==> src/rtl/fm_test_pkg.sv <==
// Shared types and helpers for the FM stimulus generator and its response monitor.
// Latency: pure declarations and combinational functions, no state.
// Backpressure: none; callers decide when results are consumed.
package fm_test_pkg;

    // Modulation shapes selectable on the mode input
    typedef enum logic [1:0] {
        MODE_NONE   = 2'd0,
        MODE_TRI    = 2'd1,
        MODE_SQUARE = 2'd2,
        MODE_SAW    = 2'd3
    } mode_e;

    localparam int WIN_CNT_W = 16;

    // Triangle fold of an acc_w-bit phase accumulator into a signed out_w-bit sample.
    // The out_w bits just below the accumulator MSB form t; the MSB selects the
    // rising (t-H) or falling (H-1-t) half. When the accumulator is narrower than
    // out_w+1 bits, t is padded with zeros at the bottom so the fold still spans
    // the full output range.
    function automatic logic signed [31:0] tri_fold(input logic [31:0] acc,
                                                    input int          acc_w,
                                                    input int          out_w);
        logic [31:0] msb_sh;
        logic [31:0] t;
        logic [31:0] mask;
        logic [31:0] half;
        msb_sh = acc >> (acc_w - 1);
        if (acc_w - 1 >= out_w) begin
            t = acc >> (acc_w - 1 - out_w);
        end else begin
            t = acc << (out_w - acc_w + 1);
        end
        mask = (32'd1 << out_w) - 32'd1;
        t    = t & mask;
        half = 32'd1 << (out_w - 1);
        if (msb_sh[0]) begin
            tri_fold = signed'(half - 32'd1 - t);
        end else begin
            tri_fold = signed'(t - half);
        end
    endfunction

    // Window counter increment that sticks at all-ones
    function automatic logic [WIN_CNT_W-1:0] sat_inc(input logic [WIN_CNT_W-1:0] v);
        sat_inc = (&v) ? v : v + 1'b1;
    endfunction

endpackage

==> src/rtl/fm_test_gen_if.sv <==
// Bench-facing bundle of the FM generator: stimulus controls, FM samples, demod monitor.
// Latency: wiring only.
// Backpressure: none; every signal is sampled or driven each cycle.
interface fm_test_gen_if #(
    parameter int DATA_W  = 8,
    parameter int OUT_W   = 12,
    parameter int PHASE_W = 16,
    parameter int MOD_W   = 10
);
    logic                      enable;
    logic                      restart;
    logic [1:0]                mode;
    logic [PHASE_W-1:0]        carrier_inc;
    logic [MOD_W-1:0]          mod_inc;
    logic [2:0]                dev_shift;
    logic signed [DATA_W-1:0]  fm_out;
    logic signed [DATA_W-1:0]  fm_sq_out;
    logic signed [OUT_W-1:0]   dm_in;
    logic [OUT_W:0]            pp_out;
    logic                      pp_valid;
    logic [15:0]               win_count;

    // Stimulus side (bench control)
    modport master (
        output enable, restart, mode, carrier_inc, mod_inc, dev_shift, dm_in,
        input  fm_out, fm_sq_out, pp_out, pp_valid, win_count
    );

    // Generator side
    modport slave (
        input  enable, restart, mode, carrier_inc, mod_inc, dev_shift, dm_in,
        output fm_out, fm_sq_out, pp_out, pp_valid, win_count
    );
endinterface

==> src/rtl/fm_pp_monitor.sv <==
// Windowed peak-to-peak tracker on the demodulator output, reported once per window.
// Latency: pp_out/pp_valid/win_count register one cycle after the wrap cycle's sample.
// Backpressure: none; holds all state while en is low, clr overrides en.
module fm_pp_monitor
    import fm_test_pkg::*;
#(
    parameter int OUT_W = 12
) (
    input  logic                    clock,
    input  logic                    reset,
    input  logic                    clr,
    input  logic                    en,
    input  logic                    wrap,
    input  logic signed [OUT_W-1:0] dm_in,
    output logic [OUT_W:0]          pp_out,
    output logic                    pp_valid,
    output logic [WIN_CNT_W-1:0]    win_count
);

    logic signed [OUT_W-1:0] min_q, min_d, max_q, max_d;
    logic                    empty_q, empty_d;
    logic [OUT_W:0]          pp_q, pp_d;
    logic                    pp_valid_q, pp_valid_d;
    logic [WIN_CNT_W-1:0]    win_q, win_d;
    logic signed [OUT_W-1:0] cur_min, cur_max;
    logic [OUT_W:0]          diff;

    // Fold the current sample into min/max and close the window on wrap
    always_comb begin
        cur_min = min_q;
        cur_max = max_q;
        if (empty_q) begin
            cur_min = dm_in;
            cur_max = dm_in;
        end else begin
            if (dm_in < min_q) cur_min = dm_in;
            if (dm_in > max_q) cur_max = dm_in;
        end
        // One extra bit makes max-min non-negative for any pair of samples
        diff = {cur_max[OUT_W-1], cur_max} - {cur_min[OUT_W-1], cur_min};

        min_d      = min_q;
        max_d      = max_q;
        empty_d    = empty_q;
        pp_d       = pp_q;
        pp_valid_d = 1'b0;
        win_d      = win_q;
        if (clr) begin
            min_d   = '0;
            max_d   = '0;
            empty_d = 1'b1;
            pp_d    = '0;
            win_d   = '0;
        end else if (en) begin
            if (wrap) begin
                pp_d       = diff;
                pp_valid_d = 1'b1;
                win_d      = sat_inc(win_q);
                empty_d    = 1'b1;
            end else begin
                min_d   = cur_min;
                max_d   = cur_max;
                empty_d = 1'b0;
            end
        end
    end

    // Monitor state registers
    always_ff @(posedge clock or posedge reset) begin
        if (reset) begin
            min_q      <= '0;
            max_q      <= '0;
            empty_q    <= 1'b1;
            pp_q       <= '0;
            pp_valid_q <= 1'b0;
            win_q      <= '0;
        end else begin
            min_q      <= min_d;
            max_q      <= max_d;
            empty_q    <= empty_d;
            pp_q       <= pp_d;
            pp_valid_q <= pp_valid_d;
            win_q      <= win_d;
        end
    end

    assign pp_out    = pp_q;
    assign pp_valid  = pp_valid_q;
    assign win_count = win_q;

endmodule

==> src/rtl/fm_test_gen.sv <==
// Programmable FM carrier generator (triangle and square) with demod peak-to-peak monitor.
// Latency: FM samples reflect the phase after each enabled update, one register stage.
// Backpressure: none; enable low freezes everything, restart clears with priority.
module fm_test_gen
    import fm_test_pkg::*;
#(
    parameter int DATA_W  = 8,
    parameter int OUT_W   = 12,
    parameter int PHASE_W = 16,
    parameter int MOD_W   = 10
) (
    input  logic         clock,
    input  logic         reset,
    fm_test_gen_if.slave bus
);

    localparam logic signed [MOD_W-1:0]  M_POS  = MOD_W'((1 << (MOD_W - 1)) - 1);
    localparam logic signed [MOD_W-1:0]  M_NEG  = -M_POS;
    localparam logic [MOD_W-1:0]         M_HALF = MOD_W'(1 << (MOD_W - 1));
    localparam logic signed [DATA_W-1:0] SQ_POS = DATA_W'((1 << (DATA_W - 1)) - 1);
    localparam logic signed [DATA_W-1:0] SQ_NEG = -SQ_POS;

    logic [MOD_W-1:0]          mphase_q, mphase_d;
    logic [PHASE_W-1:0]        cphase_q, cphase_d;
    logic signed [DATA_W-1:0]  fm_out_q, fm_out_d;
    logic signed [DATA_W-1:0]  fm_sq_q, fm_sq_d;

    logic signed [MOD_W-1:0]   mod_val;
    logic signed [PHASE_W-1:0] dev_val;
    logic [PHASE_W-1:0]        car_step;
    logic [MOD_W:0]            msum;
    logic                      wrap;

    // Modulation value from the current modulation phase, scaled into a carrier step
    always_comb begin
        mod_val = '0;
        case (bus.mode)
            MODE_NONE:   mod_val = '0;
            MODE_TRI:    mod_val = MOD_W'(tri_fold(32'(mphase_q), MOD_W, MOD_W));
            MODE_SQUARE: mod_val = mphase_q[MOD_W-1] ? M_NEG : M_POS;
            MODE_SAW:    mod_val = signed'(mphase_q - M_HALF);
            default:     mod_val = '0;
        endcase
        dev_val  = PHASE_W'(mod_val);
        car_step = bus.carrier_inc + unsigned'(dev_val <<< bus.dev_shift);
    end

    // Accumulator advance and sample shaping; the carry out of the modulation add closes a window
    always_comb begin
        msum     = {1'b0, mphase_q} + {1'b0, bus.mod_inc};
        wrap     = bus.enable && !bus.restart && msum[MOD_W];
        mphase_d = mphase_q;
        cphase_d = cphase_q;
        fm_out_d = fm_out_q;
        fm_sq_d  = fm_sq_q;
        if (bus.restart) begin
            mphase_d = '0;
            cphase_d = '0;
            fm_out_d = '0;
            fm_sq_d  = '0;
        end else if (bus.enable) begin
            mphase_d = msum[MOD_W-1:0];
            cphase_d = cphase_q + car_step;
            fm_out_d = DATA_W'(tri_fold(32'(cphase_d), PHASE_W, DATA_W));
            fm_sq_d  = cphase_d[PHASE_W-1] ? SQ_NEG : SQ_POS;
        end
    end

    // Accumulator and output sample registers
    always_ff @(posedge clock or posedge reset) begin
        if (reset) begin
            mphase_q <= '0;
            cphase_q <= '0;
            fm_out_q <= '0;
            fm_sq_q  <= '0;
        end else begin
            mphase_q <= mphase_d;
            cphase_q <= cphase_d;
            fm_out_q <= fm_out_d;
            fm_sq_q  <= fm_sq_d;
        end
    end

    assign bus.fm_out    = fm_out_q;
    assign bus.fm_sq_out = fm_sq_q;

    fm_pp_monitor #(
        .OUT_W(OUT_W)
    ) u_pp_monitor (
        .clock     (clock),
        .reset     (reset),
        .clr       (bus.restart),
        .en        (bus.enable),
        .wrap      (wrap),
        .dm_in     (bus.dm_in),
        .pp_out    (bus.pp_out),
        .pp_valid  (bus.pp_valid),
        .win_count (bus.win_count)
    );

endmodule

==> src/flat_wrapper.sv <==
// flat-port wrapper written by rule: the top's interface ports become plain ports
module fm_test_gen_flat import fm_test_pkg::*;
#(
    parameter int DATA_W  = 8,
    parameter int OUT_W   = 12,
    parameter int PHASE_W = 16,
    parameter int MOD_W   = 10
)
  (clock, reset, bus_enable, bus_restart, bus_mode, bus_carrier_inc, bus_mod_inc, bus_dev_shift, bus_dm_in, bus_fm_out, bus_fm_sq_out, bus_pp_out, bus_pp_valid, bus_win_count);
  fm_test_gen_if #(.DATA_W(DATA_W), .OUT_W(OUT_W), .PHASE_W(PHASE_W), .MOD_W(MOD_W)) bus_i ();
  input  logic clock;
  input  logic reset;
  input wire logic [$bits(bus_i.enable)-1:0] bus_enable;
  input wire logic [$bits(bus_i.restart)-1:0] bus_restart;
  input wire logic [$bits(bus_i.mode)-1:0] bus_mode;
  input wire logic [$bits(bus_i.carrier_inc)-1:0] bus_carrier_inc;
  input wire logic [$bits(bus_i.mod_inc)-1:0] bus_mod_inc;
  input wire logic [$bits(bus_i.dev_shift)-1:0] bus_dev_shift;
  input wire logic [$bits(bus_i.dm_in)-1:0] bus_dm_in;
  output wire logic [$bits(bus_i.fm_out)-1:0] bus_fm_out;
  output wire logic [$bits(bus_i.fm_sq_out)-1:0] bus_fm_sq_out;
  output wire logic [$bits(bus_i.pp_out)-1:0] bus_pp_out;
  output wire logic [$bits(bus_i.pp_valid)-1:0] bus_pp_valid;
  output wire logic [$bits(bus_i.win_count)-1:0] bus_win_count;
  assign bus_i.enable = bus_enable;
  assign bus_i.restart = bus_restart;
  assign bus_i.mode = bus_mode;
  assign bus_i.carrier_inc = bus_carrier_inc;
  assign bus_i.mod_inc = bus_mod_inc;
  assign bus_i.dev_shift = bus_dev_shift;
  assign bus_i.dm_in = bus_dm_in;
  assign bus_fm_out = bus_i.fm_out;
  assign bus_fm_sq_out = bus_i.fm_sq_out;
  assign bus_pp_out = bus_i.pp_out;
  assign bus_pp_valid = bus_i.pp_valid;
  assign bus_win_count = bus_i.win_count;
  fm_test_gen #(.DATA_W(DATA_W), .OUT_W(OUT_W), .PHASE_W(PHASE_W), .MOD_W(MOD_W)) u_core (.clock(clock), .reset(reset), .bus(bus_i));
endmodule
==> config.mk <==
export PLATFORM = sky130hd
export DESIGN_NAME = fm_test_gen_flat
export DESIGN_NICKNAME = d
export VERILOG_FILES = /design/src/rtl/fm_test_pkg.sv /design/src/rtl/fm_test_gen_if.sv /design/src/rtl/fm_pp_monitor.sv /design/src/rtl/fm_test_gen.sv /design/src/flat_wrapper.sv
export SDC_FILE = /design/constraint.sdc
export NUM_CORES = 1
export LEC_CHECK = 0
export CORE_MARGIN = 2
export CORE_UTILIZATION = 40
export CTS_CLUSTER_DIAMETER = 120
export DETAILED_ROUTE_END_ITERATION = 16
export SLEW_MARGIN = 10
export SYNTH_ARGS = -nofsm -noshare
export SYNTH_HDL_FRONTEND = slang
export SYNTH_SLANG_ARGS = --single-unit
==> constraint.sdc <==
create_clock -name clock -period 7.7 [get_ports clock]
set_input_delay 1.54 -clock clock [delete_from_list [all_inputs] [get_ports clock]]
set_output_delay 1.54 -clock clock [all_outputs]
set_load 0.03 [all_outputs]
== Word level (Yosys, flattened, before mapping) ==
Cells that the tools add are included.

* Muxes and demuxes: 38
* Multipliers: 0
* Equal/unequal tests: 5
* Magnitude comparators: 2
* Shift-type cells: 1
* Bitwise operators: 0
* Div/mod/pow operators: 0
* $add $sub $neg: 10
* Reduce and logical (&&, ||, !) cells: 10

{| class="wikitable"
|+ Operator list
! kind !! number
|-
| $mux 12 || 10
|-
| $mux 16 || 6
|-
| $mux 8 || 8
|-
| $mux 10 || 5
|-
| $pmux 10 s4 || 1
|-
| $mux 13 || 3
|-
| $add 16x16->16 || 2
|-
| $sub 10x10->10 const B || 2
|-
| $add 16x1->16 const B || 1
|-
| $reduce_and 16->1 || 1
|-
| $sshl 10x3->16 || 1
|-
| $sub 12x12->13 || 1
|-
| $gt 12x12->1 || 1
|-
| $lt 12x12->1 || 1
|-
| $add 10x10->11 || 1
|-
| $sub 9x10->10 const A || 1
|-
| $sub 7x8->8 const A || 1
|-
| $sub 8x8->8 const B || 1
|-
| $mux 1 || 5
|-
| $eq 2x2->1 const B || 2
|-
| $ne 2x2->1 const B || 2
|-
| $reduce_and 2->1 || 2
|-
| $reduce_bool 2->1 || 2
|-
| $reduce_and 3->1 || 1
|-
| other kinds (4) || 5
|}

* Memory bits (read-only): 0
* Input bits: 47
* Memories: 0
* Logic and storage cells: 76
* Output and inout bits: 46
* Bits in writable memories: 0
* Bits in registers: 97
* Latch bits: 0

== Logic depth before layout (Yosys ltp) ==
* Depth in word-level cells: 14
* Depth in mapped cells: 21
* Depth with buffers taken out: 18

== By module ==
A second synthesis with hierarchy kept.

* Cells, all modules: 896
* Area total of the unflattened synthesis: 8003.9 um^2

{| class="wikitable"
|+ Modules (own cells, without submodules)
! module !! sequential area each (um^2) !! times used !! cells each !! area an instance (um^2)
|-
| fm_pp_monitor || 1377.6 || 1 || 450 || 4195.3
|-
| fm_test_gen || 900.9 || 1 || 446 || 3808.7
|}

== Worst setup path before layout ==
OpenSTA, ideal clock, no wires.

* Kind: input-to-reg
* Start: input port bus_mode[0]
* End: register u_core.fm_out_q[0], in the netlist u_core.bus.fm_out[0]
* Data arrival time: 5.530 ns
* Stages on the path: 19
* Slack: 2.063 ns
* Data required time: 7.593 ns
* Cell sequence: buf_6 > clkbuf_1 > nor2b_1 > clkbuf_1 > a21oi_1 > a2bb2oi_1 > a21oi_1 > mux2i_1 > nor2_1 > fa_1 > fa_1 > a211oi_2 > o21ai_1 > o211a_1 > o211a_1 > a211o_1 > buf_2 > and3b_1 > a2111oi_4

* Longest elaborated chain between the ends: 11
* Elaborated cells between the ends (all ways): 15

{| class="wikitable"
|+ RTL lines
! item !! RTL line !! text
|-
| start: declaration || flat_wrapper.sv:15 || <nowiki>input wire logic [$bits(bus_i.mode)-1:0] bus_mode;</nowiki>
|-
| $eq 2x2->1 (tied with other cells) || fm_test_gen.sv:37 || <nowiki>case (bus.mode)</nowiki>
|-
| $pmux 10 s4 (*) || fm_test_gen.sv:37 ||
|-
| $sshl 10x3->16 (*) || fm_test_gen.sv:45 || <nowiki>car_step = bus.carrier_inc + unsigned'(dev_val <<< bus.dev_shift);</nowiki>
|-
| $add 16x16->16 (*) || fm_test_gen.sv:45 ||
|-
| $add 16x16->16 (*) || fm_test_gen.sv:63 || <nowiki>cphase_d = cphase_q + car_step;</nowiki>
|-
| $mux 8 || fm_test_gen.sv:61 || <nowiki>end else if (bus.enable) begin</nowiki>
|-
| $mux 8 || fm_test_gen.sv:56 || <nowiki>if (bus.restart) begin</nowiki>
|-
| $sub 8x8->8 / $sub 7x8->8 (equally long branches) || fm_test_pkg.sv:40, fm_test_pkg.sv:38 ||
|-
| $mux 8 (*) || fm_test_pkg.sv:37 || <nowiki>if (msb_sh[0]) begin</nowiki>
|-
| $mux 8 (*) || fm_test_gen.sv:61 ||
|-
| $mux 8 (*) || fm_test_gen.sv:56 ||
|-
| end signal: assignment || fm_test_gen.sv:79 || <nowiki>fm_out_q <= fm_out_d;</nowiki>
|-
| end: declaration || fm_test_gen.sv:25 || <nowiki>logic signed [DATA_W-1:0] fm_out_q, fm_out_d;</nowiki>
|}

Mark *: on every way between the ends. The rest lies on a longest branch, timed or not. The select of a mux whose other input is x is not followed.
A chain may end at the register's enable or synchronous reset.

== Worst setup path in the final report ==
* Start: input port bus_mode[1]
* End: register u_core.fm_out_q[4], in the netlist u_core.bus.fm_out[4]

The elaborated chain is that of the path after synthesis.

==> results.yml <==
power_and_ir_drop:
  static-leakage-power_nw: 4.25
  power.internal_w: 0.00129
  power.net_switching_w: 0.00101
  power.share.sequential: 0.263
  combPwrFrac: 0.548
  post-layout-total-power_w: 0.00230
  switching_share: 0.441
  share_clk_of_total_power: 0.189
  cellPowerDensity_mw_per_mm2: 253
  ir_worst_vdd_v: 0.000121
die:
  die_y_um: 143
  die-width_um: 143
  io_pins: 93
  coreArea_mm2: 0.0188
  placementRows: 50
  design.die.area_mm2: 0.0205
  floorplan.initialDensity: 0.411
yosys:
  synth_compound_gate_area_share: 0.183
  synth-main-ff-cell: "sky130_fd_sc_hd__dfrtp_1"
  synth-edff-count: 0
  ys_async_sr_fraction: 1.00
  synth_register_bits: 91
  postSynthCellCount: 909
  synth_cell_types: 70
  synth_adder_area_share: 0.144
  post_synth.cell_area_avg_um2: 8.51
  ys.warnings.count: 0
  synth.net_count: 1034
  post_synthesis_cell_area_mm2: 0.00773
  post_synth_mux_area_share: 0.0877
  synth.yosys.seq_area_share: 0.295
  synth_simple_gate_area_share: 0.180
  synthXorXnorAreaFrac: 0.0351
  synth_top_family_by_area: "compound AO/OA/AOI/OAI gates"
timing:
  worst_slew_margin_rel: 0.337
  rsz_0062_raised_after_global_routing: "false"
  fin_setup_tns_ns: 0
  clock.fmax_ghz: 0.158
  worst_pin_slew_ns: 0.995
  slew_violations: 0
  timing_hold_violations_final: 0
  layout_worst_path_cycle_share: 0.824
  setup_viol_count_final: 0
  min_period_ns: 6.35
  finClkSkew_ns: 0.0100
worst_hold_path:
  min-delay-path-class: "reg2reg"
clock_tree:
  cts-resized-gates: 0
  clk_pin_slew_worst_paths_ns: 0.07
  insertion_delay_ns: 0.36
  cts.path.max_buffers: 2
  cts_made_buffers: 9
  cts-hold-fix-buffers: 0
  cts_post_setup_buffers_inserted: 0
  tritoncts: "done"
  cts_num_sinks: 91
  ctsRootBufferMaster: "sky130_fd_sc_hd__clkbuf_16"
  htree_num_levels: 3
detailed_routing:
  avgRoutedWirePerCell_um: 15.9
  drc_errors: 0
  drt-initial-drc-count: 265
  post_detailed_routing_wire_length_mm: 19.7
  drt-pass1-iter-count: 5
  vias: 6548
  ant_nets: 0
  via_to_cell_ratio: 5.28
outcome:
  outcome: "finished, final reports clean"
cells_and_area:
  fin_nets: 1101
  syn2layout_area_growth_pct: 17.7
  finalInstanceArea_mm2: 0.00910
  layout-drive-gt1-share: 0.0581
  post_layout_nonfiller_instances: 1241
  inserted_diodes: 0
grt:
  overall_global_routing_resource_usage: 0.199
  grt_start_max_net_pins: 77
  grt.met3_usage: 0.0312
  initial_antenna_violation_count: 0
  grtUsageMet1: 0.275
  grt_busiest_layer: "met2"
  grt.met2_usage: 0.324
  first_pass_grt_wire_length_mm: 32.5
  globalRoute.totalOverflow: 0
  grt_pass1_vias: 6383
worst_setup_path:
  required_worst_endpoint_ns: 7.95
  worst-endpoint-arrival_ns: 6.59
  crit_type: "in2reg"
  timing.critical_path.fanout_max: 22
  worst_setup_path_start_kind: "input port"
  crit_path_end_kind: "flip-flop"
placed_design:
  placed_cells_incl_taps: 1225
  gp_congestion: 0.872
  postPlaceCellArea_mm2: 0.00882
  buffer_ports.inserted: 92
  post-dp-hpwl_mm: 14.2
flow_run:
  drv.max_cap_violation_count: 0
stage by stage:
stage / hold WS [ns] / setup WS [ns] / utilization
2_1_floorplan: 0.480 / 2.06 / -
3_3_place_gp: 0.479 / 1.15 / 0.469
3_5_place_dp: 0.491 / 1.04 / 0.469
4_1_cts: 0.508 / 1.42 / 0.483
5_1_grt: 0.542 / 0.972 / 0.483
6_report: 0.506 / 1.35 / 0.483
flip-flops by register name, summed over array words and instances, names as in the netlist:
register / count
u_core.bus.fm_sq_out: 3
u_core.u_pp_monitor.min_q: 12
u_core.u_pp_monitor.pp_valid: 1
u_core.mphase_q: 10
u_core.u_pp_monitor.win_count: 16
u_core.cphase_q: 15
u_core.u_pp_monitor.empty_q: 1
u_core.u_pp_monitor.max_q: 12
u_core.bus.fm_out: 8
u_core.u_pp_monitor.pp_out: 13
synth_stat cells (all sizes together), types with 15 or more instances:
master	number	area (µm²)
mux2i	61	611
a21oi	66	330
xor2	15	131
o21ai	54	274
inv	93	349
buf	22	145
nand2	99	379
dfrtp	90	2250
ha	60	751
nor2	89	337
clkbuf	25	93.8
fa	18	360
nand3	28	140
xnor2	16	140
layout make-up:
class / instances / area (µm²)
clock buffer: 10 / 229
fill: 1844 / 9730
multi-input combinational: 678 / 4880
timing repair buffer: 103 / 993
clock inverter: 6 / 46.3
sequential: 91 / 2280
tap: 260 / 325
inverter: 93 / 352
metal layers:
layer  vias to the layer above  wire length [µm]
met3                        23               672
met5                         -                 0
met4                         0               316
met1                      3118              9570
li1                       3295                 -
met2                       112              9140
cells by family (layout without fill, tap and decap cells):
family / count (synthesis) / count (layout)
flops: 91 / 91
mux: 67 / 67
simple gates: 293 / 293
buf+inv: 140 / 212
compound gates: 209 / 209
fa+ha+maj: 78 / 78
xor+xnor: 31 / 31
worst max-delay path, stage by stage:
cell	delay, ns
sky130_fd_sc_hd__clkdlybuf4s50_1	0.76
sky130_fd_sc_hd__nor2b_1	0.61
sky130_fd_sc_hd__a21oi_1	0.14
sky130_fd_sc_hd__a2bb2oi_1	0.16
sky130_fd_sc_hd__a21oi_1	0.21
sky130_fd_sc_hd__mux2i_1	0.13
sky130_fd_sc_hd__nor2_1	0.17
sky130_fd_sc_hd__fa_1	0.49
sky130_fd_sc_hd__fa_1	0.51
sky130_fd_sc_hd__a211oi_2	0.31
sky130_fd_sc_hd__o21ai_1	0.13
sky130_fd_sc_hd__o211a_1	0.18
sky130_fd_sc_hd__o211a_1	0.24
sky130_fd_sc_hd__a211o_1	0.43
sky130_fd_sc_hd__and4_1	0.27
sky130_fd_sc_hd__a2111oi_2	0.32
layout by cell type, fill, tap and decap left out, types with 16 or more instances in the layout:
master	instances
sky130_fd_sc_hd__a21oi_1	66
sky130_fd_sc_hd__clkdlybuf4s50_1	90
sky130_fd_sc_hd__dfrtp_1	90
sky130_fd_sc_hd__fa_1	18
sky130_fd_sc_hd__ha_1	60
sky130_fd_sc_hd__inv_1	92
sky130_fd_sc_hd__mux2i_1	61
sky130_fd_sc_hd__nand2_1	98
sky130_fd_sc_hd__nand3_1	28
sky130_fd_sc_hd__nor2_1	88
sky130_fd_sc_hd__o21ai_0	46
sky130_fd_sc_hd__xnor2_1	16
path summary, 6_finish.rpt:
path | start | depth (start not counted) | endpoint | slack, ns
worst min-delay path | u_core.bus.fm_sq_out[0] | 2 | u_core.bus.fm_sq_out[0] | 0.51
max in group asynchronous | reset | 3 | u_core.u_pp_monitor.max_q[3] | 5.00
min in group asynchronous | reset | 2 | u_core.mphase_q[7] | 1.45
worst max-delay path | bus_mode[1] | 16 | u_core.bus.fm_out[4] | 1.35
worst max register to register | u_core.mphase_q[9] | 15 | u_core.bus.fm_out[4] | 2.89
worst min register to register | u_core.bus.fm_sq_out[0] | 2 | u_core.bus.fm_sq_out[0] | 0.51
power groups by stage:
stage / clock network (W) / logic, W / registers (W)
6_report: 0.000435 / 0.00126 / 0.000606
5_1_grt: 0.000472 / 0.00139 / 0.000616
4_1_cts: 0.000452 / 0.00126 / 0.000606
3_5_place_dp: 0 / 0.00125 / 0.000614
3_3_place_gp: 0 / 0.00124 / 0.000615
2_1_floorplan: 0 / 0.000906 / 0.000645
(Power assumes the default switching activity.)
